$ cat src/rtl/uart_pkg.sv
// Shared UART definitions: receiver state encoding, oversampling floor and parity modes.
package uart_pkg;

  typedef enum logic [2:0] {
    ST_IDLE      = 3'd0,
    ST_START     = 3'd1,
    ST_DATA      = 3'd2,
    ST_PARITY    = 3'd3,
    ST_STOP      = 3'd4,
    ST_WAIT_IDLE = 3'd5
  } rx_state_t;

  localparam int MIN_OVERSAMPLING = 2;

  localparam bit PARITY_MODE_EVEN = 1'b0;
  localparam bit PARITY_MODE_ODD  = 1'b1;

  // Narrower words are zero-extended by the caller, which leaves the XOR unchanged.
  function automatic logic parity_bit(input logic [7:0] word, input bit mode);
    logic p;
    p = ^word;
    return (mode == PARITY_MODE_ODD) ? ~p : p;
  endfunction

endpackage

$ cat src/rtl/uart_sync_edge.sv
// Optional 2-flop synchronizer followed by an optional rising-edge detector.
// With EDGE=0 the output is the (synchronized) level, with EDGE=1 a one-clk pulse.
module uart_sync_edge #(
  parameter bit SYNC    = 1'b1,
  parameter bit EDGE    = 1'b0,
  parameter bit RST_VAL = 1'b0
) (
  input  logic clk,
  input  logic rst,
  input  logic din,
  output logic q
);

  logic level;

  generate
    if (SYNC) begin : g_sync
      logic meta;
      logic stable;
      always_ff @(posedge clk or negedge rst) begin
        if (!rst) begin
          meta   <= RST_VAL;
          stable <= RST_VAL;
        end else begin
          meta   <= din;
          stable <= meta;
        end
      end
      assign level = stable;
    end else begin : g_bypass
      assign level = din;
    end

    if (EDGE) begin : g_edge
      logic level_d;
      always_ff @(posedge clk or negedge rst) begin
        if (!rst) level_d <= RST_VAL;
        else      level_d <= level;
      end
      assign q = level & ~level_d;
    end else begin : g_level
      assign q = level;
    end
  endgenerate

endmodule

$ cat src/rtl/uart_rx_sampler.sv
// UART receive front end: start detect, mid-bit sampling on oversampling ticks,
// parity/stop checking and one-cycle result strobes.
//
// state      | meaning
// IDLE       | waiting for synced rx low
// START      | confirming the start bit at half a bit time
// DATA       | sampling DATA_BITS data bits, LSB first
// PARITY     | sampling the parity bit
// STOP       | sampling the stop bit and issuing the result
// WAIT_IDLE  | framing error seen, waiting for the line to return high
module uart_rx_sampler
  import uart_pkg::*;
#(
  parameter int DATA_BITS  = 8,
  parameter bit PARITY_EN  = 1'b0,
  parameter bit PARITY_ODD = PARITY_MODE_EVEN
) (
  input  logic                 clk,
  input  logic                 rst,
  input  logic                 oversampling_clk,
  input  logic [4:0]           oversampling_factor,
  input  logic                 rx,
  output logic [DATA_BITS-1:0] data,
  output logic                 data_valid,
  output logic                 framing_error,
  output logic                 parity_error,
  output logic                 busy
);

  localparam logic [3:0] LAST_BIT = 4'(DATA_BITS - 1);
  localparam logic [4:0] FAC_MIN  = 5'(MIN_OVERSAMPLING);

  logic rx_s;
  logic tick;

  uart_sync_edge #(.SYNC(1'b1), .EDGE(1'b0), .RST_VAL(1'b1)) u_rx_sync (
    .clk (clk),
    .rst (rst),
    .din (rx),
    .q   (rx_s)
  );

  uart_sync_edge #(.SYNC(1'b0), .EDGE(1'b1), .RST_VAL(1'b0)) u_tick_edge (
    .clk (clk),
    .rst (rst),
    .din (oversampling_clk),
    .q   (tick)
  );

  rx_state_t            state_q, state_d;
  logic [4:0]           fac_q, fac_d;
  logic [4:0]           cnt_q, cnt_d;
  logic [3:0]           bit_q, bit_d;
  logic [DATA_BITS-1:0] shreg_q, shreg_d;
  logic                 par_bad_q, par_bad_d;
  logic [DATA_BITS-1:0] data_d;
  logic                 dv_d, fe_d, pe_d;
  logic                 half_pt, sample_pt;

  assign half_pt   = tick && (cnt_q == ((fac_q >> 1) - 5'd1));
  assign sample_pt = tick && (cnt_q == (fac_q - 5'd1));

  always_comb begin
    state_d   = state_q;
    fac_d     = fac_q;
    cnt_d     = cnt_q;
    bit_d     = bit_q;
    shreg_d   = shreg_q;
    par_bad_d = par_bad_q;
    data_d    = data;
    dv_d      = 1'b0;
    fe_d      = 1'b0;
    pe_d      = 1'b0;

    if (tick && (state_q inside {ST_START, ST_DATA, ST_PARITY, ST_STOP}))
      cnt_d = cnt_q + 5'd1;

    case (state_q)
      ST_IDLE: begin
        if (!rx_s) begin
          fac_d     = (oversampling_factor < FAC_MIN) ? FAC_MIN : oversampling_factor;
          cnt_d     = 5'd0;
          bit_d     = 4'd0;
          par_bad_d = 1'b0;
          state_d   = ST_START;
        end
      end
      ST_START: begin
        if (half_pt) begin
          cnt_d   = 5'd0;
          state_d = rx_s ? ST_IDLE : ST_DATA;
        end
      end
      ST_DATA: begin
        if (sample_pt) begin
          cnt_d   = 5'd0;
          shreg_d = {rx_s, shreg_q[DATA_BITS-1:1]};
          if (bit_q == LAST_BIT) state_d = PARITY_EN ? ST_PARITY : ST_STOP;
          else                   bit_d   = bit_q + 4'd1;
        end
      end
      ST_PARITY: begin
        if (sample_pt) begin
          cnt_d     = 5'd0;
          par_bad_d = (rx_s != parity_bit(8'(shreg_q), PARITY_ODD));
          state_d   = ST_STOP;
        end
      end
      ST_STOP: begin
        if (sample_pt) begin
          cnt_d  = 5'd0;
          data_d = shreg_q;
          if (rx_s) begin
            dv_d    = ~par_bad_q;
            pe_d    = par_bad_q;
            state_d = ST_IDLE;
          end else begin
            fe_d    = 1'b1;
            pe_d    = par_bad_q;
            state_d = ST_WAIT_IDLE;
          end
        end
      end
      ST_WAIT_IDLE: begin
        if (rx_s) state_d = ST_IDLE;
      end
      default: state_d = ST_IDLE;
    endcase
  end

  always_ff @(posedge clk or negedge rst) begin
    if (!rst) begin
      state_q       <= ST_IDLE;
      fac_q         <= FAC_MIN;
      cnt_q         <= 5'd0;
      bit_q         <= 4'd0;
      shreg_q       <= '0;
      par_bad_q     <= 1'b0;
      data          <= '0;
      data_valid    <= 1'b0;
      framing_error <= 1'b0;
      parity_error  <= 1'b0;
    end else begin
      state_q       <= state_d;
      fac_q         <= fac_d;
      cnt_q         <= cnt_d;
      bit_q         <= bit_d;
      shreg_q       <= shreg_d;
      par_bad_q     <= par_bad_d;
      data          <= data_d;
      data_valid    <= dv_d;
      framing_error <= fe_d;
      parity_error  <= pe_d;
    end
  end

  assign busy = (state_q != ST_IDLE);

endmodule

$ cat config.mk
export PLATFORM = sky130hd
export DESIGN_NAME = uart_rx_sampler
export DESIGN_NICKNAME = d
export VERILOG_FILES = /design/src/rtl/uart_pkg.sv /design/src/rtl/uart_sync_edge.sv /design/src/rtl/uart_rx_sampler.sv
export SDC_FILE = /design/constraint.sdc
export NUM_CORES = 1
export LEC_CHECK = 0
export CAP_MARGIN = 10
export CORE_MARGIN = 3
export CORE_UTILIZATION = 35
export CTS_CLUSTER_DIAMETER = 60
export DETAILED_ROUTE_END_ITERATION = 16
export GPL_ROUTABILITY_DRIVEN = 1
export GPL_TIMING_DRIVEN = 1
export SETUP_SLACK_MARGIN = 0.4
export SLEW_MARGIN = 40
export SYNTH_ARGS = -nofsm -noshare
export SYNTH_HDL_FRONTEND = slang
export SYNTH_SLANG_ARGS = --single-unit
$ cat constraint.sdc
create_clock -name clk -period 3.6 [get_ports clk]
set_clock_uncertainty 0.2 [all_clocks]
set_input_delay 0.9 -clock clk [delete_from_list [all_inputs] [get_ports clk]]
set_output_delay 0.9 -clock clk [all_outputs]
set_load 0.005 [all_outputs]
==> flow_metrics.tcl, run 1 <==
set metrics [dict create \
    status "finished clean" \
    drt_pass1_iterations 4 \
    multi_input_comb_area_um2 1010 \
    ios 21 \
    regArea_um2 1000 \
    slowest_delay_ps 570 \
    postCtsSetupRepairBufs 0 \
    synth_simple_gate_area_share_pct 16.1 \
    dr.first_iter.drc_count 40 \
    synth_fa_ha_area_share_pct 3.01 \
    cts_htree_levels 2 \
    wl_per_cell_um 13.4 \
    cellLeakagePower_nw 1.09 \
    p_per_area_nw_per_um2 603 \
    synth_compound_area_share_pct 7.53 \
    core_area_um2 5610 \
    layout_commonest_cell "dfrtp_1" \
    hpwl_um 2560 \
    ctsLongestPathBuffers 2 \
    yosys.area_share.xor_xnor_pct 9.70 \
    vias 1335 \
    design_area_um2 2470 \
    cts.repair.resized 0 \
    worstPathMaxFanout 9 \
    power_w 0.00149 \
    drc 0 \
    worst_pin_slew_ps 675 \
    grt_use_met3_pct 2.08 \
    drive_gt1_share_pct 21.1 \
    fp.dieW_um 83.0 \
    syn_to_final_growth_pct 19.0 \
    ys_seq_area_share_pct 48.4 \
    antenna_left 0 \
    start_util_pct 37.0 \
    crit_required_ps 3580 \
    finalSetupViolCount 0 \
    clk_pin_slew_ps 80 \
    crit_buf_inv 2 \
    cts.sinks 40 \
    fillers 555 \
    synthArstFlopShare_pct 100 \
    maxSlewViolCount 0 \
    drv_cap 0 \
    fmax_ghz 0.332 \
    crit_chain "clkdlybuf4s50_1, nand2b_1, or4_4, nor2_4, and3_1, buf_4, mux2_2" \
    grt_use_total_pct 11.8 \
    synthMuxAreaShare_pct 12.4 \
    synth.cell_area_um2 2080 \
    irDropWorstVdd_mv 0.235 \
    ctsHoldBuffers 0 \
    synth_top_area_share_pct 44.6 \
    synth_area_leaders "dfrtp_1, mux2_2, xnor2_1, dfstp_2, ha_1" \
    vias_per_cell 4.84 \
    rsz0062_at_grt "false" \
    synth_seq_cells 40 \
    nets 217 \
    cts_buffers 5 \
    synth_edf_count 0 \
    grt_max_degree 41 \
    finalHoldViolations 0 \
    globalplace.congestion 0.724 \
    grt_antenna_before_repair 0 \
    yosysTopAreaCell "dfrtp_1" \
    rows 27 \
    avgSynthCellArea_um2 11.5 \
    timing.final.crit_period_ps 3010 \
    arrival_ps 2980 \
    synth_nets 194 \
    drt-total-wl_um 3700 \
    synth_top_family_by_area "simple AND/OR/NAND/NOR gates" \
    grt.overflow.total 0 \
    die_h_um 83.0 \
    endpoint_kind "register" \
    clk_latency_ps 290 \
    slowest_stage "or4_4" \
    ys_types 46 \
    dominantRegCellSynth "dfrtp_1" \
    path_class "input pin to register" \
    top_usage_layer "met2" \
    start_kind "input pin" \
    diodes 0 \
    placed_area_um2 2350 \
    yosys_warnings 0 \
    postSynthCellCount 180 \
    holdCritPathClass "register to register" \
    cts_root_buffer "clkbuf_8" \
    met2_usage_pct 17.3 \
    cp_top_family "simple AND/OR/NAND/NOR gates" \
    slew_headroom_pct 54.7 \
    grt_pass1_vias 1339 \
    cts_tree "built" \
    io_buffers 20 \
    finalCritPeriodShare_pct 83.6 \
    dieArea_um2 6890 \
    grt_pass1_wl_um 6610 \
    layout_common_cells "dfrtp_1, mux2_2, clkdlybuf4s50_1, xnor2_1, nand2_1" \
    use_met1_pct 16.9 \
    fin_tns_setup_ps 0 \
]
[report_power, final]
part / internal, W / switching, W
registers: 0.000507 / 0.000101
clock network: 0.000227 / 0.000159
logic: 0.000251 / 0.000244
total: 0.000985 / 0.000505
[cell usage after synthesis (3+ instances only)]
master,number
nand2b_1,3
clkbuf_1,5
mux2_2,21
xnor2_1,16
dfstp_2,3
nand3b_1,3
dfrtp_1,37
inv_1,6
nor2_1,12
nor3_1,4
ha_1,5
xor2_1,7
nand4_1,3
a21oi_1,4
nand2_1,13
[flip-flops by register name, indices dropped and copies added (netlist names)]
| name | cells |
|---|---|
| bit_q | 4 |
| cnt_q | 5 |
| data | 8 |
| data_valid | 1 |
| fac_q | 5 |
| framing_error | 1 |
| par_bad_q | 1 |
| parity_error | 1 |
| shreg_q | 8 |
| state_q | 3 |
| u_rx_sync.g_sync.meta | 1 |
| u_rx_sync.q | 1 |
| u_tick_edge.g_edge.level_d | 1 |
[stage by stage]
step                      hold slack [ps]  utilization (%)  worst slack, ps  std cells
after floorplan                       145                -              869        180
final                                 165             44.0              591        276
after global placement                147             41.8              312        268
after global routing                  173             44.0              486        276
after detailed placement              148             41.9              284        268
after CTS                             168             44.0              600        276
[layer usage]
layer  routed length (um)  share of wire (%)  vias to the layer above
met5                    0                  0                        -
met3                   80                2.2                        4
li1                     -                  -                      681
met1                 1910                 52                      628
met4                   57                1.5                        0
met2                 1650                 45                       22
[layout make-up]
class                   count  share of cell area (%)
repair buffers             23                    8.92
inverters                   6                   0.912
multi-input cells         127                    40.9
flip-flops and latches     40                    40.7
clock inverters             2                    1.57
well taps                  72                    3.65
clock buffers               6                    3.34
[final timing paths]
kind,from,endpoint,slack [ps],depth (start not counted)
max in group asynchronous,rst,u_rx_sync.q$_DFF_PN1_,2460,1
min reg2reg,u_rx_sync.g_sync.meta$_DFF_PN1_,u_rx_sync.q$_DFF_PN1_,170,0
min in group asynchronous,rst,data[4]$_DFFE_PN0P_,380,1
min,u_rx_sync.g_sync.meta$_DFF_PN1_,u_rx_sync.q$_DFF_PN1_,170,0
max,oversampling_clk,data[0]$_DFFE_PN0P_,590,7
max reg2reg,fac_q[1]$_DFFE_PN1P_,data[0]$_DFFE_PN0P_,670,9
[cell families (layout without fill, tap and decap cells)]
group / count (synthesis) / in the layout
adder cells (fa/ha/maj): 5 / 5
AND/OR/NAND/NOR: 55 / 55
buffers and inverters: 13 / 37
XOR/XNOR: 23 / 23
AO/OA/AOI/OAI: 21 / 21
multiplexers: 23 / 23
flip-flops: 40 / 40
Power figures use the tool's default switching activity.
==> run 2: changes to the inputs <==
==> constraint.sdc (replaced) <==
create_clock -name clk -period 2.75 [get_ports clk]
set_clock_uncertainty 0.2 [all_clocks]
set_input_delay 0.6875 -clock clk [delete_from_list [all_inputs] [get_ports clk]]
set_output_delay 0.6875 -clock clk [all_outputs]
set_load 0.005 [all_outputs]
==> run 2 against run 1 <==
- sequential share of layout area is 4.4 points lower
- cell count is 7.6% higher
- utilization is 5.5 points higher
- register-to-register slack worse by 490 ps
- sequential cell count stayed put
- critical path type is now register to register
- global-route usage is 1.2 points higher
- highest routed layer unchanged
==> flow_metrics.tcl, run 2 (synthesis gave the netlist of run 1 again) <==
set metrics [dict create \
    drive_gt1_share_pct 34.2 \
    worstPathMaxFanout 5 \
    holdCritPathClass "input pin to async pin" \
    crit_buf_inv 1 \
    grt_max_degree 24 \
    status "finished clean" \
    grt.overflow.total 0 \
    slew_headroom_pct 64.7 \
    slowest_stage "dfstp_2" \
    layout_commonest_cell "dfrtp_1" \
    wl_per_cell_um 14.3 \
    placed_area_um2 2470 \
    power_w 0.00223 \
    timing.final.crit_period_ps 2570 \
    clk_latency_ps 300 \
    core_area_um2 5610 \
    grt_use_total_pct 13.0 \
    grt_pass1_vias 1427 \
    crit_chain "inv_4, ha_4, a21boi_2, xnor2_1, or4_4, nor2_4, and3_4, mux2_4" \
    drc 0 \
    cts_root_buffer "clkbuf_8" \
    cts_htree_levels 2 \
    ios 21 \
    nets 238 \
    cellLeakagePower_nw 1.23 \
    diodes 0 \
    globalplace.congestion 0.768 \
    p_per_area_nw_per_um2 804 \
    ctsHoldBuffers 0 \
    finalSetupViolCount 0 \
    postLayoutCoreUtil_pct 49.5 \
    r2r_start "fac_q[1]$_DFFE_PN1P_" \
    endpoint_kind "register" \
    multi_input_comb_area_um2 1160 \
    finalHoldViolations 0 \
    worst_pin_slew_ps 528 \
    grt_antenna_before_repair 0 \
    antenna_left 0 \
    start_kind "register" \
    finalCritPeriodShare_pct 93.3 \
    largest_registers "data (8), shreg_q (8)" \
    ctsLongestPathBuffers 2 \
    cts_buffers 5 \
    vias_per_cell 5.01 \
    whs_ps 102 \
    dieArea_um2 6890 \
    design_area_um2 2780 \
    crit_required_ps 2740 \
    drt-total-wl_um 4260 \
    path_class "register to register" \
    cp_top_family "simple AND/OR/NAND/NOR gates" \
    startpoint "fac_q[1]$_DFFE_PN1P_" \
    rows 27 \
    die_h_um 83.0 \
    cts_tree "built" \
    fmax_ghz 0.390 \
    regArea_um2 1010 \
    dr.first_iter.drc_count 32 \
    vias 1488 \
    start_util_pct 37.0 \
    grt_pass1_wl_um 7310 \
    clk_pin_slew_ps 80 \
    syn_to_final_growth_pct 33.8 \
    fillers 498 \
    io_buffers 20 \
    slowest_delay_ps 560 \
    cts.sinks 40 \
    hpwl_um 2900 \
    rsz0062_at_grt "true" \
    maxSlewViolCount 0 \
    irDropWorstVdd_mv 0.417 \
    fp.dieW_um 83.0 \
    drv_cap 0 \
    arrival_ps 2550 \
    drt_pass1_iterations 4 \
    layout_common_cells "dfrtp_1, buf_4, mux2_4, clkdlybuf4s50_1, xnor2_1" \
]
==> run 2: routing by layer <==
layer | wire length, um | vias up | GRT usage (%)
met2 | 1950 | 24 | 19.5
li1 | - | 724 | -
met3 | 160 | 4 | 3.47
met1 | 2100 | 736 | 18.4
met4 | 47 | 0 | 4.01
met5 | 0 | - | 0
==> run 2: final timing paths <==
kind                                                    to  slack (ps)  cells after the start
max                                    data[3]$_DFFE_PN0P_         180                      8
min                                framing_error$_DFF_PN0_         100                      1
max reg2reg                            data[3]$_DFFE_PN0P_         180                      8
min reg2reg                          u_rx_sync.q$_DFF_PN1_         160                      0
max in group asynchronous  u_rx_sync.g_sync.meta$_DFF_PN1_        1550                      2
min in group clk                     u_rx_sync.q$_DFF_PN1_         160                      0
==> run 2: area by class of cell <==
type	count	share of cell area, %
multi-input cells	128	41.8
flip-flops and latches	40	36.3
repair buffers	43	13.6
well taps	72	3.24
clock buffers	5	2.48
clock inverters	3	1.67
inverters	6	0.901
==> run 2: through the flow <==
stage / TNS, ps / instances / worst slack, ps
after global routing: 0 / 297 / 129
after floorplan: 0 / 180 / 130
final: 0 / 297 / 183
after CTS: 0 / 294 / 199
after global placement: -2840 / 277 / -152
after detailed placement: -3830 / 277 / -199
==> run 2: where the power goes <==
group,internal [W],switching (W)
clock,0.000273,0.000225
sequential,0.000667,0.0000937
combinational,0.000504,0.000470
==> run 2: repair_timing <==
action / 4_1_cts / 5_1_grt
endpoints found under the setup margin: 33 / 33
setup buffers: 7 / 3
gates cloned: 2 / 0
pin swaps: 1 / 0
resized for setup: 24 / 3
